<file path="config.mk">
export PLATFORM = sky130hd
export DESIGN_NAME = m_qsr_drive
export DESIGN_NICKNAME = d
export VERILOG_FILES = /design/src/rtl/m_qsr_drive_pkg.sv /design/src/rtl/m_sync2.sv /design/src/rtl/m_qsr_drive.sv
export SDC_FILE = /design/constraint.sdc
export NUM_CORES = 1
export LEC_CHECK = 0
export ABC_CLOCK_PERIOD_IN_PS = 4670
export CELL_PAD_IN_SITES_DETAIL_PLACEMENT = 0
export CELL_PAD_IN_SITES_GLOBAL_PLACEMENT = 1
export CORE_UTILIZATION = 46
export DETAILED_ROUTE_END_ITERATION = 12
export PLACE_DENSITY_LB_ADDON = 0.1
export SLEW_MARGIN = 15
export SYNTH_ARGS = -nofsm -noshare
export SYNTH_HDL_FRONTEND = slang
export SYNTH_SLANG_ARGS = --single-unit
</file>
<file path="constraint.sdc">
create_clock -name clock -period 4.67 [get_ports clock]
set_input_delay 0.934 -clock clock [delete_from_list [all_inputs] [get_ports clock]]
set_output_delay 0.934 -clock clock [all_outputs]
set_load 0.005 [all_outputs]
</file>
<file path="src/rtl/m_qsr_drive_pkg.sv">
// Shared types and constants for the QSR latch driver.
// State encoding, strobe polarity and counter width.
package m_qsr_drive_pkg;

   localparam int CW = 4;

   localparam logic STROBE_ON  = 1'b0;
   localparam logic STROBE_OFF = 1'b1;

   typedef enum logic [2:0] {
      INIT,
      IDLE,
      PRE,
      PULSE,
      POST,
      VERIFY
   } state_t;

endpackage

</file>
<file path="src/rtl/m_sync2.sv">
// Two-flop synchroniser, async active-low reset to 0.
// Ports: i_clk, i_rst_n, i_d (async in), o_q (synchronised out).
module m_sync2 (
   input  logic i_clk,
   input  logic i_rst_n,
   input  logic i_d,
   output logic o_q
);

   logic r_meta;
   logic r_q;

   always_ff @(posedge i_clk or negedge i_rst_n) begin
      if (!i_rst_n) begin
         r_meta <= 1'b0;
         r_q    <= 1'b0;
      end else begin
         r_meta <= i_d;
         r_q    <= r_meta;
      end
   end

   assign o_q = r_q;

endmodule

</file>
<file path="src/rtl/m_qsr_drive.sv">
// Driver for a cross-coupled NAND set/reset latch: turns a level request
// into registered, mutually exclusive active-low set/reset strobes with
// minimum width and dead time, then confirms the latch Q via readback.
// Ports: clock, resetl (async active-low), req (desired level),
//        q_in (latch Q readback), s_l/r_l (active-low strobes),
//        busy (not IDLE), done (completion pulse), err (sticky timeout).
module m_qsr_drive
   import m_qsr_drive_pkg::*;
#(
   parameter int PW   = 2,
   parameter int DEAD = 1,
   parameter int TMO  = 4
) (
   input  logic clock,
   input  logic resetl,
   input  logic req,
   input  logic q_in,
   output logic s_l,
   output logic r_l,
   output logic busy,
   output logic done,
   output logic err
);

   // Terminal counts: counter starts at 0 on every state entry.
   localparam logic [CW-1:0] C_PW   = CW'(PW - 1);
   localparam logic [CW-1:0] C_DEAD = CW'(DEAD - 1);
   localparam logic [CW-1:0] C_TMO  = CW'(TMO - 1);

   state_t        r_state;
   logic [CW-1:0] r_cnt;
   logic          r_cur;
   logic          r_tgt;
   logic          r_init;
   logic          r_s_l;
   logic          r_r_l;
   logic          r_busy;
   logic          r_done;
   logic          r_err;
   logic          w_sync_q;

   m_sync2 u_sync (
      .i_clk   (clock),
      .i_rst_n (resetl),
      .i_d     (q_in),
      .o_q     (w_sync_q)
   );

   always_ff @(posedge clock or negedge resetl) begin
      if (!resetl) begin
         // Reset holds the latch cleared: r_l low, s_l high.
         r_state <= INIT;
         r_cnt   <= '0;
         r_cur   <= 1'b0;
         r_tgt   <= 1'b0;
         r_init  <= 1'b1;
         r_s_l   <= STROBE_OFF;
         r_r_l   <= STROBE_ON;
         r_busy  <= 1'b1;
         r_done  <= 1'b0;
         r_err   <= 1'b0;
      end else begin
         r_done <= 1'b0;
         unique case (r_state)
            INIT: begin
               if (r_cnt == C_PW) begin
                  r_state <= POST;
                  r_cnt   <= '0;
                  r_r_l   <= STROBE_OFF;
               end else begin
                  r_cnt <= r_cnt + 1'b1;
               end
            end
            IDLE: begin
               if (req != r_cur) begin
                  r_state <= PRE;
                  r_cnt   <= '0;
                  r_tgt   <= req;
                  r_err   <= 1'b0;
                  r_busy  <= 1'b1;
               end
            end
            PRE: begin
               if (r_cnt == C_DEAD) begin
                  r_state <= PULSE;
                  r_cnt   <= '0;
                  if (r_tgt) r_s_l <= STROBE_ON;
                  else       r_r_l <= STROBE_ON;
               end else begin
                  r_cnt <= r_cnt + 1'b1;
               end
            end
            PULSE: begin
               if (r_cnt == C_PW) begin
                  r_state <= POST;
                  r_cnt   <= '0;
                  r_s_l   <= STROBE_OFF;
                  r_r_l   <= STROBE_OFF;
               end else begin
                  r_cnt <= r_cnt + 1'b1;
               end
            end
            POST: begin
               if (r_cnt == C_DEAD) begin
                  r_cnt <= '0;
                  // The reset-time clear is not verified or reported.
                  if (r_init) begin
                     r_state <= IDLE;
                     r_init  <= 1'b0;
                     r_busy  <= 1'b0;
                  end else begin
                     r_state <= VERIFY;
                  end
               end else begin
                  r_cnt <= r_cnt + 1'b1;
               end
            end
            VERIFY: begin
               // A match wins even on the terminal cycle.
               if (w_sync_q == r_tgt) begin
                  r_state <= IDLE;
                  r_cnt   <= '0;
                  r_cur   <= r_tgt;
                  r_done  <= 1'b1;
                  r_busy  <= 1'b0;
               end else if (r_cnt == C_TMO) begin
                  r_state <= IDLE;
                  r_cnt   <= '0;
                  r_cur   <= r_tgt;
                  r_done  <= 1'b1;
                  r_err   <= 1'b1;
                  r_busy  <= 1'b0;
               end else begin
                  r_cnt <= r_cnt + 1'b1;
               end
            end
            default: begin
               r_state <= IDLE;
               r_cnt   <= '0;
               r_s_l   <= STROBE_OFF;
               r_r_l   <= STROBE_OFF;
               r_busy  <= 1'b0;
            end
         endcase
      end
   end

   assign s_l  = r_s_l;
   assign r_l  = r_r_l;
   assign busy = r_busy;
   assign done = r_done;
   assign err  = r_err;

endmodule
</file>
---- Yosys cells after proc, flatten, opt, wreduce, memory -nomap -nowiden ----
Index checks and enable logic that the tools add are counted.
storage, ports and cells
  register bits after elaboration ......... 17
  input bits .............................. 4
  output and inout port bits .............. 5
  word-level logic and storage cells ...... 89
operators by class
  add/sub/neg operators ................... 1
  equality and inequality tests ........... 20
  mux-type cells .......................... 36
  bitwise logic cells ..................... 3
  reduce and logical (&&, ||, !) cells .... 17
operator list
  cell                 count
  $mux 3               7
  $mux 4               5
  $mux 1               18
  $ne 2x2->1 const B   9
  $pmux 4 s4           1
  $pmux 3 s5           1
  $reduce_and 4->1     3
  $reduce_and 5->1     2
  $eq 3x2->1 const B   2
  $eq 3x3->1 const B   2
  $pmux 1 s3           2
  $reduce_and 2->1     3
  $reduce_or 3->1      2
  $add 4x1->4 const B  1
  $eq 4x1->1 const B   1
  $eq 4x2->1 const B   1
  $logic_not 4->1      1
  $pmux 1 s4           1
  $reduce_bool 2->1    2
  $reduce_or 2->1      2
  $reduce_or 4->1      1
  $eq 3x1->1 const B   1
  $logic_not 3->1      1
  $ne 3x3->1 const B   1
  other kinds (5)      7

---- Logic depth before layout (Yosys ltp) ----
  depth after elaboration ................. 4
  gate-level depth with buffers ........... 7
  depth with buffers taken out ............ 7

---- By module ----
From an unflattened synthesis, not the netlist that was laid out.
second synthesis, totals
  cell total of the unflattened synthesis .. 101
  area total of the unflattened synthesis .. 978.4 um^2
by module, submodules not included
  module       times used  cells each  area an instance (um^2)  sequential area each (um^2)
  m_qsr_drive  1           99          928.4                    379.1
  m_sync2      1           2           50.0                     50.0

---- Worst setup path before layout ----
OpenSTA, ideal clock, no wires.
  path kind ............................... reg2reg
  start point ............................. reg r_cnt[1]
  end point ............................... reg r_cnt[2]
  library setup time ...................... 0.126 ns
  arrival time ............................ 1.692 ns
  required time ........................... 4.544 ns
  slack ................................... 2.852 ns
  cell stages (with the launch flop) ...... 8
  buffers on the path ..................... 0
  period minus slack after synthesis ...... 1.818 ns
  cells stage by stage .................... dfrtp_1 > inv_1 > ha_1 > nor3b_1 > nor4_1 > a31oi_2 > nand2_1 > a311o_1
between the ends
  longest elaborated chain between the ends .. 4
  elaborated cells on any way between the ends .. 9
  those cells by class .................... add/sub (1); eq/ne (2); mux (5); reduce/logical (1)
RTL lines
  item                                              line                text
  start: declaration                                m_qsr_drive.sv:31   logic [CW-1:0] r_cnt;
  start signal: assignment                          m_qsr_drive.sv:71   r_cnt <= r_cnt + 1'b1;
  start signal: assignment                          m_qsr_drive.sv:90   r_cnt <= r_cnt + 1'b1;
  start signal: assignment                          m_qsr_drive.sv:100  r_cnt <= r_cnt + 1'b1;
  $add 4x1->4 / $eq 4x2->1 (equally long branches)  --
  $mux 4                                            m_qsr_drive.sv:126  end else if (r_cnt == C_TMO) begin
  $mux 4                                            m_qsr_drive.sv:120  if (w_sync_q == r_tgt) begin
  $pmux 4 s4 *                                      m_qsr_drive.sv:64   unique case (r_state)
Every way passes the cells marked *; elsewhere a longest branch is shown, timed or not.
A chain may end at the register's enable or synchronous reset.

---- Final worst setup path ----
  start point ............................. reg r_s_l, in the netlist s_l
  end point ............................... out s_l
RTL lines
  item                      line               text
  start: declaration        m_qsr_drive.sv:35  logic r_s_l;
  start signal: assignment  m_qsr_drive.sv:57  r_s_l <= STROBE_OFF;
  start signal: assignment  m_qsr_drive.sv:87  if (r_tgt) r_s_l <= STROBE_ON;
  start signal: assignment  m_qsr_drive.sv:97  r_s_l <= STROBE_OFF;
  end: declaration          m_qsr_drive.sv:18  output logic s_l,
No word-level cell between the ends.

==> results.cfg <==
[status]
status = finished clean

[hold_path]
holdCritPathClass = reg -> reg

[synthesis]
yosysTopAreaCell = dfrtp_1
ys_seq_area_share_pct = 47.31
synth.distinct_cells = 38
ys_warn_count = 0
synth_nets = 94
synthTopCellsByCount = dfrtp_1, nor2_1, a21oi_1, nand2_1
synthFlopType = dfrtp_1
async_flop_share_pct = 100.0
synth_cells = 87
syn_area_per_cell_sq_um = 10.43
synthesis.area_sq_um = 907.1
ys_top_cells_by_area = dfrtp_1, dfstp_2, ha_1
yosysMostFrequentCell = dfrtp_1
synth_edf_count = 0
synth.top_cell.area_share_pct = 38.62
synth-seq-cells = 17

[die]
dieHeight_microns = 46.41
io-pin-count = 9
die_area_sq_um = 2153
initial_utilization_pct = 50.88
die_w_microns = 46.41
core_area_sq_um = 1783
num_rows = 15

[timing]
holdWs_ns = 0.3672
worstMarginPinSlew_ns = 0.7269
drv_slew = 0
rsz0062_at_grt = false
period_minus_slack_ns = 2.248
max_slew_margin_pct = 51.39
clock_skew_ns = 0.0006981
fin_setup_tns_ns = 0
fmax_mhz = 444.8
setup_viol = 0
period_share_pct = 48.14
hold_viol_final = 0

[critical_path]
arrival_ns = 1.31
endpoint_kind = primary output
cp.required_ns = 3.74
critical-path-max-stage-delay_ns = 0.54
crit_type = reg -> out
cpLargestDelayFamily = flip-flops
start_kind = flip-flop
cp_num_buf_inv = 1
worst_path_max_delay_cell = dfstp_2
worstPathMaxFanout = 2
path_cells = clkdlybuf4s50_1

[final_layout]
nNetsFinal = 104
antenna_cells = 0
drive_above_1_share_pct = 14.58
syn_to_final_growth_pct = 12.41

[pwr]
p_leak_nw = 0.4136
power_density_nw_per_um2 = 615.3
ir_drop_v = 0.0002761
power_uw = 627.4

[drt]
wl_met1_microns = 822
ant_nets = 0
drt_wl_total_microns = 1719
wl_met2_microns = 816
post_drt_wl_per_cell_microns = 14.21
top_layer = met4
vias = 704
vias_per_cell = 5.818
drc = 0
drt_iter0_markers = 7
wl_met3_microns = 45
drt_first_pass_iters = 4

[cts]
cts_buffers = 3
htreeDepth = 1
clock_sinks = 17
ctsResizeCount = 0
cts_tree = done
clockBufferDepth = 2
cts_setup_buffers = 0
clk_latency_ns = 0.28
hold_buffers = 0
clk_pin_slew_ns = 0.09
cts_root_buf = clkbuf_4

[grt]
grt_overflow = 0
grt_pass1_vias = 654
grt_pass1_wl_microns = 2898
antenna_found_initial = 0
grt_max_degree = 18
grt_use_total_pct = 19.58

[place]
numPortBuffers = 8
place_congestion = 0.7765
post-dp-hpwl_microns = 1261

[flow_run]
maxCapViolCount = 0
[cells in the final DEF (no fill, tap or decap), types with 2 or more instances in the layout]
cell type	count
o21ai_0	4
nand3_1	3
nand2_1	5
inv_1	3
nor2b_1	4
xor2_1	2
and2_1	3
nor2_1	6
dfstp_2	3
mux2_2	3
dfrtp_1	14
a21oi_1	5
nor3_1	3
or2b_2	2
clkbuf_4	3
ha_1	3
clkdlybuf4s50_1	8
o31ai_1	2
[area by class of cell]
cell class / count / area, sq um
fillers: 162 / 763.2
repair buffers: 8 / 80.08
clock buffers: 4 / 26.28
flip-flops and latches: 17 / 429.2
multi-input cells: 64 / 441.7
inverters: 3 / 11.26
well taps: 25 / 31.28
[worst reg2reg max path, cell delays in order, from the launching register on]
cell and delay, ns:
dfrtp_1 0.42, inv_1 0.09, ha_1 0.13, nor3b_1 0.44
nor4_1 0.13, a31oi_2 0.29, nand2_1 0.20, a311o_1 0.38
[final timing paths]
check | depth (start not counted) | slack [ns] | endpoint | start
hold reg to reg | 0 | 0.37 | u_sync.o_q | u_sync.r_meta
setup reg to reg | 7 | 2.49 | r_cnt[2] | r_cnt[1]
setup / recovery | 1 | 2.42 | s_l | s_l
min in group asynchronous | 1 | 1.07 | r_l | resetl
max in group asynchronous | 1 | 3.14 | done | resetl
hold / removal | 0 | 0.37 | u_sync.o_q | u_sync.r_meta
[through the flow]
step           cell area, sq um  worst slack, ns  util (%)  instances
2_1_floorplan             907.1            2.852         -         87
3_3_place_gp              993.5            2.252     55.72        117
3_5_place_dp              993.5            2.220     55.72        117
4_1_cts                    1020            2.411     57.19        121
5_1_grt                    1020            2.302     57.19        121
6_report                   1020            2.422     57.19        121
[metal layers]
| metal | track usage, % | vias up |
|---|---|---|
| met4 | 10.59 | 0 |
| met1 | 26.35 | 345 |
| met2 | 30.28 | 12 |
| met5 | 0 | - |
| li1 | - | 343 |
| met3 | 2.353 | 4 |
[registers in the layout (all words and copies together) (netlist names)]
| signal | cells |
|---|---|
| busy | 1 |
| done | 1 |
| r_init | 1 |
| u_sync.o_q | 1 |
| r_l | 1 |
| r_cur | 1 |
| r_state | 3 |
| u_sync.r_meta | 1 |
| r_cnt | 4 |
| err | 1 |
| s_l | 1 |
| r_tgt | 1 |
[power breakdown]
part	leakage, nW	internal [mW]	total [mW]	switching, mW
logic	0.196	0.140	0.288	0.148
clock network	0.0150	0.0332	0.0771	0.0439
registers	0.203	0.196	0.262	0.0658
total	0.414	0.370	0.627	0.258
[cells by family after synthesis]
logic type | share of synthesized area [%]
simple gates | 20.42
compound gates | 18.48
flops | 47.31
buf+inv | 3.999
mux | 3.724
fa+ha+maj | 4.138
xor+xnor | 1.931
Note: power is estimated with default switching activity, not from simulation.
